### src/rtl/lcd_pkg.sv
// Shared constants, state types and byte helpers for the HD44780 line writer.
package lcd_pkg;

  localparam logic [7:0] LCD_FUNC_SET = 8'h38;
  localparam logic [7:0] LCD_DISP_ON  = 8'h0C;
  localparam logic [7:0] LCD_ENTRY    = 8'h06;
  localparam logic [7:0] LCD_CLEAR    = 8'h01;
  localparam logic [7:0] LCD_DDRAM    = 8'h80;
  localparam logic [7:0] LCD_ROW1_OFS = 8'h40;

  typedef enum logic [2:0] {
    ST_PWRUP,
    ST_INIT,
    ST_IDLE,
    ST_ADDR,
    ST_CHAR
  } topState_e;

  typedef enum logic [1:0] {
    PH_IDLE,
    PH_SETUP,
    PH_PULSE,
    PH_WAIT
  } bytePhase_e;

  function automatic logic [7:0] initCmd(input logic [1:0] idx);
    logic [7:0] cmd;
    case (idx)
      2'd0:    cmd = LCD_FUNC_SET;
      2'd1:    cmd = LCD_DISP_ON;
      2'd2:    cmd = LCD_ENTRY;
      default: cmd = LCD_CLEAR;
    endcase
    return cmd;
  endfunction

  // Column 0 lives in the top byte, so column idx starts at bit 8*(15-idx).
  function automatic logic [7:0] charAt(input logic [127:0] line, input logic [3:0] idx);
    return line[{~idx, 3'b000} +: 8];
  endfunction

endpackage

### src/rtl/lcd_byte_writer.sv
// Writes one byte to the LCD bus: SETUP with E low, E pulse, then the settle wait.
module lcd_byte_writer import lcd_pkg::*; #(
  parameter int SETUP_CYC      = 4,
  parameter int E_PULSE_CYC    = 25,
  parameter int WAIT_CYC       = 2500,
  parameter int CLEAR_WAIT_CYC = 100000
) (
  input  logic       clk,
  input  logic       rst_n,
  input  logic       start_i,
  input  logic       rs_i,
  input  logic [7:0] data_i,
  input  logic       long_wait_i,
  output logic       done_o,
  output logic       lcd_e_o,
  output logic       lcd_rs_o,
  output logic [7:0] lcd_data_o
);

  localparam int MAX_A   = (SETUP_CYC > E_PULSE_CYC) ? SETUP_CYC : E_PULSE_CYC;
  localparam int MAX_B   = (WAIT_CYC > CLEAR_WAIT_CYC) ? WAIT_CYC : CLEAR_WAIT_CYC;
  localparam int CNT_MAX = (MAX_A > MAX_B) ? MAX_A : MAX_B;
  localparam int CNT_W   = $clog2(CNT_MAX + 1);

  bytePhase_e       phase_q, phase_d;
  logic [CNT_W-1:0] cnt_q, cnt_d;
  logic             e_q, e_d;
  logic             rs_q, rs_d;
  logic [7:0]       data_q, data_d;
  logic             long_q, long_d;
  logic             cntLast;

  always_ff @(posedge clk or negedge rst_n) begin
    if (!rst_n) begin
      phase_q <= PH_IDLE;
      cnt_q   <= '0;
      e_q     <= 1'b0;
      rs_q    <= 1'b0;
      data_q  <= 8'h00;
      long_q  <= 1'b0;
    end else begin
      phase_q <= phase_d;
      cnt_q   <= cnt_d;
      e_q     <= e_d;
      rs_q    <= rs_d;
      data_q  <= data_d;
      long_q  <= long_d;
    end
  end

  assign cntLast = (cnt_q == '0);

  // A start in the last WAIT cycle chains straight into the next SETUP with no gap.
  always_comb begin
    phase_d = phase_q;
    cnt_d   = cnt_q;
    e_d     = e_q;
    rs_d    = rs_q;
    data_d  = data_q;
    long_d  = long_q;
    done_o  = 1'b0;

    case (phase_q)
      PH_SETUP: begin
        if (cntLast) begin
          phase_d = PH_PULSE;
          cnt_d   = CNT_W'(E_PULSE_CYC - 1);
          e_d     = 1'b1;
        end else begin
          cnt_d = cnt_q - 1'b1;
        end
      end
      PH_PULSE: begin
        if (cntLast) begin
          phase_d = PH_WAIT;
          cnt_d   = long_q ? CNT_W'(CLEAR_WAIT_CYC - 1) : CNT_W'(WAIT_CYC - 1);
          e_d     = 1'b0;
        end else begin
          cnt_d = cnt_q - 1'b1;
        end
      end
      PH_WAIT: begin
        if (cntLast) begin
          phase_d = PH_IDLE;
          done_o  = 1'b1;
        end else begin
          cnt_d = cnt_q - 1'b1;
        end
      end
      default: ;
    endcase

    if (start_i) begin
      phase_d = PH_SETUP;
      cnt_d   = CNT_W'(SETUP_CYC - 1);
      e_d     = 1'b0;
      rs_d    = rs_i;
      data_d  = data_i;
      long_d  = long_wait_i;
    end
  end

  assign lcd_e_o    = e_q;
  assign lcd_rs_o   = rs_q;
  assign lcd_data_o = data_q;

endmodule

### src/rtl/lcd_line_writer.sv
// Power-up/init sequencer for a 16x2 HD44780 LCD that then writes whole 16-char lines on request.
module lcd_line_writer import lcd_pkg::*; #(
  parameter int POWERUP_CYC    = 750000,
  parameter int SETUP_CYC      = 4,
  parameter int E_PULSE_CYC    = 25,
  parameter int WAIT_CYC       = 2500,
  parameter int CLEAR_WAIT_CYC = 100000
) (
  input  logic         clk,
  input  logic         rst_n,
  input  logic         req,
  input  logic         line_sel,
  input  logic [127:0] line_data,
  output logic         ack,
  output logic         busy,
  output logic         done,
  output logic         init_done,
  output logic         lcd_rs,
  output logic         lcd_rw,
  output logic         lcd_e,
  output logic [7:0]   lcd_data
);

  localparam int PWR_W = $clog2(POWERUP_CYC + 1);

  topState_e      state_q, state_d;
  logic [PWR_W-1:0] pwrCnt_q, pwrCnt_d;
  logic [1:0]     initIdx_q, initIdx_d;
  logic [3:0]     charIdx_q, charIdx_d;
  logic [127:0]   line_q, line_d;
  logic           ack_q, ack_d;
  logic           busy_q, busy_d;
  logic           done_q, done_d;
  logic           initDone_q, initDone_d;

  logic           bwStart;
  logic           bwRs;
  logic [7:0]     bwData;
  logic           bwLong;
  logic           byteDone;

  lcd_byte_writer #(
    .SETUP_CYC      (SETUP_CYC),
    .E_PULSE_CYC    (E_PULSE_CYC),
    .WAIT_CYC       (WAIT_CYC),
    .CLEAR_WAIT_CYC (CLEAR_WAIT_CYC)
  ) u_byte (
    .clk         (clk),
    .rst_n       (rst_n),
    .start_i     (bwStart),
    .rs_i        (bwRs),
    .data_i      (bwData),
    .long_wait_i (bwLong),
    .done_o      (byteDone),
    .lcd_e_o     (lcd_e),
    .lcd_rs_o    (lcd_rs),
    .lcd_data_o  (lcd_data)
  );

  always_ff @(posedge clk or negedge rst_n) begin
    if (!rst_n) begin
      state_q    <= ST_PWRUP;
      pwrCnt_q   <= '0;
      initIdx_q  <= '0;
      charIdx_q  <= '0;
      line_q     <= '0;
      ack_q      <= 1'b0;
      busy_q     <= 1'b0;
      done_q     <= 1'b0;
      initDone_q <= 1'b0;
    end else begin
      state_q    <= state_d;
      pwrCnt_q   <= pwrCnt_d;
      initIdx_q  <= initIdx_d;
      charIdx_q  <= charIdx_d;
      line_q     <= line_d;
      ack_q      <= ack_d;
      busy_q     <= busy_d;
      done_q     <= done_d;
      initDone_q <= initDone_d;
    end
  end

  // Each state launches its next byte on the edge the previous byte's wait ends.
  always_comb begin
    state_d    = state_q;
    pwrCnt_d   = pwrCnt_q;
    initIdx_d  = initIdx_q;
    charIdx_d  = charIdx_q;
    line_d     = line_q;
    ack_d      = 1'b0;
    busy_d     = busy_q;
    done_d     = 1'b0;
    initDone_d = initDone_q;
    bwStart    = 1'b0;
    bwRs       = 1'b0;
    bwData     = 8'h00;
    bwLong     = 1'b0;

    case (state_q)
      ST_PWRUP: begin
        if (pwrCnt_q == PWR_W'(POWERUP_CYC - 1)) begin
          state_d   = ST_INIT;
          initIdx_d = 2'd0;
          bwStart   = 1'b1;
          bwData    = initCmd(2'd0);
        end else begin
          pwrCnt_d = pwrCnt_q + 1'b1;
        end
      end
      ST_INIT: begin
        if (byteDone) begin
          if (initIdx_q == 2'd3) begin
            state_d    = ST_IDLE;
            initDone_d = 1'b1;
          end else begin
            initIdx_d = initIdx_q + 2'd1;
            bwStart   = 1'b1;
            bwData    = initCmd(initIdx_q + 2'd1);
            bwLong    = (initIdx_q == 2'd2);
          end
        end
      end
      ST_IDLE: begin
        // The address byte itself is captured by the byte writer, which holds the row choice.
        if (initDone_q && req) begin
          state_d = ST_ADDR;
          line_d  = line_data;
          ack_d   = 1'b1;
          busy_d  = 1'b1;
          bwStart = 1'b1;
          bwData  = LCD_DDRAM | (line_sel ? LCD_ROW1_OFS : 8'h00);
        end
      end
      ST_ADDR: begin
        if (byteDone) begin
          state_d   = ST_CHAR;
          charIdx_d = 4'd0;
          bwStart   = 1'b1;
          bwRs      = 1'b1;
          bwData    = charAt(line_q, 4'd0);
        end
      end
      ST_CHAR: begin
        if (byteDone) begin
          if (charIdx_q == 4'd15) begin
            state_d = ST_IDLE;
            done_d  = 1'b1;
            busy_d  = 1'b0;
          end else begin
            charIdx_d = charIdx_q + 4'd1;
            bwStart   = 1'b1;
            bwRs      = 1'b1;
            bwData    = charAt(line_q, charIdx_q + 4'd1);
          end
        end
      end
      default: state_d = ST_PWRUP;
    endcase
  end

  assign ack       = ack_q;
  assign busy      = busy_q;
  assign done      = done_q;
  assign init_done = initDone_q;
  assign lcd_rw    = 1'b0;

endmodule

### config.mk
export PLATFORM = sky130hd
export DESIGN_NAME = lcd_line_writer
export DESIGN_NICKNAME = d
export VERILOG_FILES = /design/src/rtl/lcd_pkg.sv /design/src/rtl/lcd_byte_writer.sv /design/src/rtl/lcd_line_writer.sv
export SDC_FILE = /design/constraint.sdc
export NUM_CORES = 1
export LEC_CHECK = 0
export ABC_CLOCK_PERIOD_IN_PS = 3200
export CAP_MARGIN = 10
export CORE_MARGIN = 4
export CORE_UTILIZATION = 49
export DETAILED_ROUTE_END_ITERATION = 8
export GPL_ROUTABILITY_DRIVEN = 0
export PLACE_DENSITY = 0.74
export SKIP_CTS_REPAIR_TIMING = 1
export SLEW_MARGIN = 15
export SYNTH_ARGS = -nofsm -noshare
export SYNTH_HDL_FRONTEND = slang
export SYNTH_HIERARCHICAL = 1
export SYNTH_SLANG_ARGS = --single-unit
### constraint.sdc
create_clock -name clk -period 3.2 [get_ports clk]
set_input_delay 0.48 -clock clk [delete_from_list [all_inputs] [get_ports clk]]
set_output_delay 0.48 -clock clk [all_outputs]
set_load 0.005 [all_outputs]
### Word level (Yosys, flattened, before mapping)

Index checks and enable logic that the tools add are counted.

| storage, ports and cells | value |
|---|---|
| bits in registers | 191 |
| input port bits | 132 |
| output and inout bits | 15 |

| operators by class | value |
|---|---|
| add/sub/neg operators | 4 |
| eq/ne operators | 26 |
| shifts and indexed selects | 1 |
| muxes and demuxes | 63 |
| bitwise operators | 2 |
| reduce and logical (&&, ||, !) cells | 19 |

Operators with widths:

| kind | count |
|---|---|
| indexed part select 128 x 8 -> 8 bit | 1 |
| 2-to-1 mux 17 bit | 5 |
| case mux 17 bit (3 select lines) | 1 |
| case mux 8 bit (5 select lines) | 1 |
| 2-to-1 mux 8 bit | 4 |
| 2-to-1 mux 1 bit | 22 |
| 2-to-1 mux 3 bit | 7 |
| adder 20 x 1 -> 20 bit (second input constant) | 1 |
| == test 20 bit (second input constant) | 1 |
| 2-to-1 mux 6 bit | 3 |
| != test 2 bit (second input constant) | 9 |
| case mux 6 bit (3 select lines) | 1 |
| logical NOT 17 bit | 1 |
| subtractor 17 x 1 -> 17 bit (second input constant) | 1 |
| AND reduction 4 bit | 4 |
| case mux 3 bit (5 select lines) | 1 |
| 2-to-1 mux 2 bit | 7 |
| 2-to-1 mux 4 bit | 3 |
| == test 2 bit (second input constant) | 5 |
| != test 3 x 2 -> 1 bit (second input constant) | 3 |
| case mux 4 bit (2 select lines) | 1 |
| 2-to-1 mux 7 bit | 1 |
| AND reduction 7 bit | 1 |
| == test 3 x 2 -> 1 bit (second input constant) | 2 |
| other kinds (21) | 29 |

### Depth between registers and ports, before layout

| depth | value |
|---|---|
| depth in word-level cells | 7 |
| depth in mapped cells | 15 |
| gate-level depth less buffers | 14 |

### Cells and area by module

The synthesis kept the hierarchy.

By module, submodules not included:

| module | instances | cells each | area each (um^2) | seq. area each (um^2) |
|---|---|---|---|---|
| lcd_line_writer | 1 | 537 | 7572.3 | 4028.9 |
| lcd_byte_writer | 1 | 177 | 1726.7 | 750.7 |

### Worst setup path after synthesis

Ideal clock, no wire load.

| path | value |
|---|---|
| path type | reg2reg |
| start | reg u_byte.cnt_q[0] |
| end | reg u_byte.data_q[0] (netlist: u_byte/lcd_data_o[0]) |
| library setup time | 0.125 ns |
| data arrival time | 2.910 ns |
| required time | 3.075 ns |
| slack | 0.166 ns |
| cell stages (with the launch flop) | 14 |
| cells stage by stage | dfrtp_1 -> inv_1 -> ha_1 -> nor4b_1 -> and4_2 -> buf_6 -> and2_1 -> nand4bb_1 -> nand2b_1 -> nand2_1 -> nor3_1 -> o21ai_0 -> buf_1 -> mux2_2 |

| between the ends | value |
|---|---|
| word-level cells in the longest chain between the ends | 5 |
| elaborated cells between the ends (all ways) | 11 |
| those cells by class | mux (10); reduce/logical (1) |

RTL lines:

| item | RTL line | text |
|---|---|---|
| start, declared | lcd_byte_writer.sv:26 | `logic [CNT_W-1:0] cnt_q, cnt_d;` |
| start signal, assigned | lcd_byte_writer.sv:43 | `cnt_q <= cnt_d;` |
| logical NOT 17 bit * | lcd_byte_writer.sv:51 | `assign cntLast = (cnt_q == '0);` |
| 2-to-1 mux 1 bit * | lcd_byte_writer.sv:83 | `if (cntLast) begin` |
| 2-to-1 mux 1 bit * | lcd_byte_writer.sv:63 | `case (phase_q)` |
| net byteDone | lcd_line_writer.sv:40 | `logic byteDone;` |
| 2-to-1 mux 1 bit, on equally long branches | lcd_line_writer.sv:145, lcd_line_writer.sv:112, lcd_line_writer.sv:136 |  |
| case mux 1 bit (5 select lines) * | lcd_line_writer.sv:100 | `case (state_q)` |
| net bwStart | lcd_line_writer.sv:36 | `logic bwStart;` |
| end signal, assigned | lcd_byte_writer.sv:46 | `data_q <= data_d;` |
| end, declared | lcd_byte_writer.sv:29 | `logic [7:0] data_q, data_d;` |

The timed path passes the listed nets; every way through them passes the cells marked *.
A chain may end at the register's enable or synchronous reset.

### Final worst setup path

| path | value |
|---|---|
| start | reg u_byte.cnt_q[0] |
| end | reg u_byte.cnt_q[6] |

| between the ends | value |
|---|---|
| word-level cells in the longest chain between the ends | 7 |
| elaborated cells between the ends (all ways) | 16 |
| those cells by class | add/sub (1); eq/ne (1); mux (11); reduce/logical (3) |

RTL lines:

| item | RTL line |
|---|---|
| logical NOT 17 bit * | lcd_byte_writer.sv:51 |
| 2-to-1 mux 1 bit * | lcd_byte_writer.sv:83 |
| 2-to-1 mux 1 bit * | lcd_byte_writer.sv:63 |
| net byteDone | lcd_line_writer.sv:40 |
| 2-to-1 mux 1 bit, on equally long branches | lcd_line_writer.sv:145, lcd_line_writer.sv:112, lcd_line_writer.sv:136 |
| case mux 1 bit (5 select lines) * | lcd_line_writer.sv:100 |
| net bwStart | lcd_line_writer.sv:36 |
| != test 3 bit (no source line) or nonzero test 4 bit (tied branches) | - |
| AND reduction 2 bit (no source line) | - |

The timed path passes the listed nets; every way through them passes the cells marked *. The select of a mux whose other input is x is not followed.

==> impl_metrics.tcl <==
set metrics [dict create \
    io_pins 147 \
    grt_max_degree 133 \
    core_region_area_um2 18700 \
    power_w 0.00468 \
    fin_crit_ps 2940 \
    clock_path_buffers 2 \
    synth_top_family_by_area "multiplexers" \
    path_clk_slew_ps 70 \
    fin_cells 1102 \
    grt_pass1_wl_um 36100 \
    syn_nets 858 \
    dp_hpwl_um 15900 \
    vias 6457 \
    synth-simple-area-share 0.0919 \
    grt_pass1_vias 6923 \
    antenna_found_initial 0 \
    fillCellCount 1386 \
    crit_fanout 19 \
    clock_skew_ps 11.7 \
    hold_viol 0 \
    cts_buffers 17 \
    holdCritPathClass "in2async" \
    fp.dieArea_um2 21200 \
    postRouteWirelength_um 22100 \
    finish.net_count 999 \
    max_slew_margin 0.474 \
    synth_area_leaders "dfrtp_1 (51%), mux2_2 (17%), mux4_2 (7.8%), ha_1 (1.6%), mux2i_1 (1.6%)" \
    ant_nets 0 \
    yosys_warnings 6 \
    viasPerCell 5.86 \
    setup_violations 0 \
    synthXorXnorAreaFrac 0.0198 \
    post-route-util 0.623 \
    drv_cap 0 \
    yosysTopAreaCell "dfrtp_1" \
    cts_max_level 4 \
    cts_tree "built" \
    power_leakage_nw 5.08 \
    io_buffers 145 \
    clock-sinks 191 \
    antenna_cells 0 \
    fin_crit_sh 0.920 \
    seq_area_frac_synth 0.514 \
    synth_compound_area_frac 0.0689 \
    drcViolationCount 0 \
    crit_path_end_kind "flip-flop" \
    yosys_register_bits 191 \
    clock.fmax_mhz 340 \
    regArea_um2 4780 \
    die_x_um 146 \
    clock_latency_ps 440 \
    status "finished, final reports clean" \
    tns_ps 0 \
    ys_top_cells_by_count "dfrtp_1 (191), mux2_2 (138), nand2_1 (34), mux4_2 (32), o21ai_0 (26)" \
    overflow 0 \
    syn_inst 714 \
    first_pass_iters 5 \
    holdWs_ps 67.8 \
    fp.dieH_um 146 \
    syn_to_final_growth_pct 25.2 \
    muxShareOfSynthArea 0.262 \
    wl_per_cell_um 20.1 \
    critPathKind "reg2reg" \
    rows 50 \
    async_flop_share 1.00 \
    powerDensity_nw_per_um2 402 \
    arrival_ps 3260 \
    required_ps 3520 \
    start_util 0.497 \
    rsz0062_at_grt "no" \
    ys_types 66 \
    synth_fa_ha_area_frac 0.0161 \
    final-max-slew-violation-count 0 \
    worst_slew_pin_slew_ps 788 \
    syn_area_um2 9300 \
    yosys_most_used_dff "dfrtp_1" \
    ir_drop_mv 0.370 \
    grt_usage 0.211 \
    cts_root_buf "clkbuf_16" \
    syn_avg_cell_area_um2 13.0 \
    synth_top_area_frac 0.514 \
    final_layout_size_suffix_gt1_frac 0.280 \
    crit_path_start_kind "flip-flop" \
    synth_edf_count 0 \
    drtIter0Drc 497 \
    yosysMostFrequentCell "dfrtp_1" \
    placed_cells 1070 \
    multiInputGateArea_um2 4290 \
]
kinds of logic (layout without fill, tap and decap cells):
group                      after synthesis  after routing
DFF                                    191            191
muxes                                  186            186
and+or+nand+nor                        152            152
AOI/OAI and AO/OA                       97             97
buffers and inverters                   54            208
xor gates and xnor gates                21             21
adders and majority gates               12             12
other                                    1              1
placed cells by master, fill, tap and decap left out, drive strengths merged, types with 6 or more instances in the layout:
cell type	Yosys	final
o21ai	26	26
clkbuf	17	18
ha	12	12
mux4	32	32
a21oi	20	20
nand4	6	6
inv	13	21
xnor2	16	16
or3	7	7
o22ai	6	6
dfrtp	191	191
nor4	11	11
mux2i	15	15
nand3	22	22
a32o	8	8
nand2b	9	9
buf	24	18
nor3	13	13
nand2	34	34
nor2	23	23
mux2	139	139
clkdlybuf4s50	0	144
cell type report:
| type | instances | area share |
|---|---|---|
| sequential | 191 | 0.411 |
| multi-input combinational | 469 | 0.369 |
| timing repair buffer | 163 | 0.142 |
| clock buffer | 17 | 0.0365 |
| tap | 234 | 0.0251 |
| clock inverter | 15 | 0.0128 |
| inverter | 13 | 0.00419 |
state kept, by name, summed over array words and instances (netlist names), 2 cells and up:
signal and flops:
pwrCnt_q 20, charIdx_q 4, u_byte/cnt_q 17, u_byte/phase_q 2, state_q 3, initIdx_q 2
line_q 128, u_byte/lcd_data_o 8
per-stage QoR:
| step | cell area [um^2] | worst slack, ps |
|---|---|---|
| after floorplan | 9300 | 166 |
| after global placement | 11100 | 271 |
| after detailed placement | 11100 | 148 |
| after CTS | 11600 | 119 |
| after global routing | 11600 | 23.4 |
| final | 11600 | 256 |
where the power goes:
part,leakage (nW),internal [W],switching [W]
clock,0.274,0.00104,0.00101
sequential,2.60,0.00241,0
combinational,2.21,0.000146,0.0000736
total,5.08,0.00359,0.00109
per-layer routing:
metal  global-route usage  up-vias  share of wire
met1                0.265     3267           0.41
met5                    0        -              0
li1                     -     2948              -
met4               0.0470        0         0.0097
met2                0.363      222           0.51
met3               0.0610       20          0.070
worst paths after layout:
| kind | start | endpoint | slack, ps | cells past startpoint |
|---|---|---|---|---|
| worst max-delay path | u_byte/cnt_q[0] | u_byte/cnt_q[6] | 260 | 13 |
| worst min-delay path | rst_n | u_byte/phase_q[0] | 70 | 1 |
| worst max register to register | u_byte/cnt_q[0] | u_byte/cnt_q[6] | 260 | 13 |
| worst min register to register | pwrCnt_q[19] | pwrCnt_q[19] | 490 | 1 |
| max in group asynchronous | rst_n | u_byte/lcd_data_o[7] | 2340 | 2 |
| min in group clk | pwrCnt_q[19] | pwrCnt_q[19] | 490 | 1 |
critical path, cell delays in order, from the launching register on:
cell and delay [ps]:
dfrtp_1 420, inv_1 100, ha_1 160, nor4b_1 330
and4_2 300, and2_1 160, buf_4 150, nand2_1 70
nor3_1 210, nor3_1 120, o21ai_2 150, buf_6 260
nor2_1 160, a32o_1 250
(Power assumes the default switching activity.)
==> patch, RTL diff (same settings) <==
Make the reset (`rst_n`) synchronous in 2 clocked blocks.
--- a/src/rtl/lcd_byte_writer.sv
+++ b/src/rtl/lcd_byte_writer.sv
@@ -31,5 +31,5 @@
   logic             cntLast;
 
-  always_ff @(posedge clk or negedge rst_n) begin
+  always_ff @(posedge clk) begin
     if (!rst_n) begin
       phase_q <= PH_IDLE;
--- a/src/rtl/lcd_line_writer.sv
+++ b/src/rtl/lcd_line_writer.sv
@@ -58,5 +58,5 @@
   );
 
-  always_ff @(posedge clk or negedge rst_n) begin
+  always_ff @(posedge clk) begin
     if (!rst_n) begin
       state_q    <= ST_PWRUP;
Formal check against the unedited RTL: no difference found for any inputs over 10 cycles, from zero or initial values and one cycle with rst_n low; that may be too few to reach the edited logic, so the function may still have changed.
==> patch against the unedited design <==
- sequential share of layout area is 6.7 points lower
- core utilization grew 1.2 points
- cell area decreased by 4.5%
- synthesized area decreased by 4.7%
- sequential cell count stayed put
- global-route usage up 1.8 points
- routed wire length rose by 4.5%
- clock skew fell by 0.0024 ns
- setup slack improved by 0.015 ns
- non-clock buffer count is 1 higher
Power is not compared: it rests on default switching activity, and its combinational part moved more than twofold at a synthesized area within 25%.
==> patch: results (changes against the unedited design) <==
* Status: completed
* Setup CP Type: flop to flop
* Share of the synthesized area in the top cell type at 43.1% (-8.3 points)
* Largest net degree at the start of global routing at 131 (-1.5%)
* Starting DRC count in detailed routing at 622 (+25%)
* Post-synthesis sequential area ratio at 43.1% (-8.3 points)
* Via Count at 7746 (+20%)
* Worst Path Arrival at 3.25 ns (about the same)
* Nets at 1291 (+29%)
* Synth area leaders: dfxtp_1, nand2_1, a21oi_1
* Max cap viols at 0 (unchanged)
* Via density at 5.59 (-4.5%)
* Worst IR Drop VDD at 0.634 mV
* Synth Area per Inst at 8.54 um^2 (-34%)
* DP Cell Count at 1353 (+26%)
* DR pass1 iterations at 8 (+3)
* Share of cells above drive strength 1 at 9.57% (-18 points)
* Clock Latency Late Sink at 0.44 ns (about the same)
* Fraction of registers with async set/reset at 0% (-100 points)
* HP Class: flop to flop
* Syn Nets at 1182 (+38%)
* FILL cells at 1502 (+8.4%)
* Setup Skew at 0.00931 ns (-0.00241 ns)
* Clk buf depth at 2 (unchanged)
* Global-route wire length before repair at 37200 um (+3.1%)
* CTS Buf Count at 17 (unchanged)
* Post-synth top flop: dfxtp_1
* Commonest cells post-synth: nand2_1, dfxtp_1, a21oi_1, clkbuf_1, nor2_1
* FF-to-FF Start: u_byte/cnt_q[0]
* Slew headroom at 51.6% (+4.2 points)
* Critical-path top delay cell: dfxtp_1
* Vias in the first global route at 7311 (+5.6%)
* DP HPWL at 16100 um (+1.3%)
* GRT Util Overall at 22.8% (+1.8 points)
* Crit-path max FO at 15 (-4)
patch: changes by cell type in the layout (fill, tap and decap cells not counted), sizes merged, moves of 12 or more:
| cell | unedited run | this run |
|---|---|---|
| nand2 | 34 | 288 |
| dfrtp | 191 | 0 |
| dfxtp | 0 | 191 |
| a21oi | 20 | 161 |
| mux2 | 139 | 1 |
| mux2i | 15 | 28 |
| nor2 | 23 | 35 |
| nor2b | 3 | 15 |
patch: final timing paths:
| kind | to | slack, ns | cells past startpoint |
|---|---|---|---|
| worst max-delay path | u_byte/cnt_q[0] | 0.27 | 13 |
| worst min-delay path | line_q[59] | 0.45 | 2 |
| worst max register to register | u_byte/cnt_q[0] | 0.27 | 13 |
| worst min register to register | line_q[59] | 0.45 | 2 |
patch: kinds of logic (layout without fill, tap and decap cells):
logic type	after synthesis	count (layout)	synth area share (%)
buf+inv	87	209	4.18
simple gates	434	434	22.6
fa+ha+maj	12	12	1.69
xor+xnor	14	14	1.38
mux	61	61	11.4
compound gates	238	238	15.6
other cells	1	1	0.0423
flops	191	191	43.1
patch: power groups by stage:
stage / sequential [mW] / combinational [mW] / clock [mW]
detailed placement: 2.62 / 1.38 / 0
global placement: 2.61 / 1.37 / 0
finish: 2.57 / 1.42 / 2.14
global route: 2.57 / 1.54 / 2.27
CTS: 2.56 / 1.39 / 2.17
floorplan: 2.59 / 1.04 / 0
patch: metrics by stage:
step / area (um^2) / power (mW) / setup slack [ns]
after detailed placement: 10500 / 3.99 / 0.292
after global placement: 10500 / 3.98 / 0.405
after floorplan: 8880 / 3.63 / 0.0680
final: 11100 / 6.13 / 0.271
after CTS: 11100 / 6.12 / 0.233
after global routing: 11100 / 6.38 / 0.0147
patch: layout make-up:
type / count / area, um^2 / share of cell area, %
clock buffers: 18 / 429 / 3.86
clock inverters: 14 / 175 / 1.57
inverters: 13 / 51.3 / 0.461
multi-input cells: 760 / 4710 / 42.3
flip-flops and latches: 191 / 3820 / 34.4
well taps: 225 / 282 / 2.53
repair buffers: 164 / 1660 / 14.9
patch: routing by layer:
layer / share of wire, % / vias up / GRT usage, %
met3: 5.9 / 31 / 5.44
met4: 2.0 / 2 / 7.25
met2: 47 / 228 / 35.7
li1: - / 3843 / -
met1: 45 / 3642 / 31.4
met5: 0.056 / - / 0
patch: worst register-to-register path: stages (launching register included):
cell      delay, ns
dfxtp_1        0.43
inv_1          0.08
ha_1           0.25
nor4b_2        0.20
nand4_4        0.11
nor2_2         0.06
nand2_1        0.18
nor2_2         0.07
nor2_1         0.26
inv_1          0.12
a2111o_1       0.42
buf_4          0.24
a211o_1        0.29
o311a_1        0.11
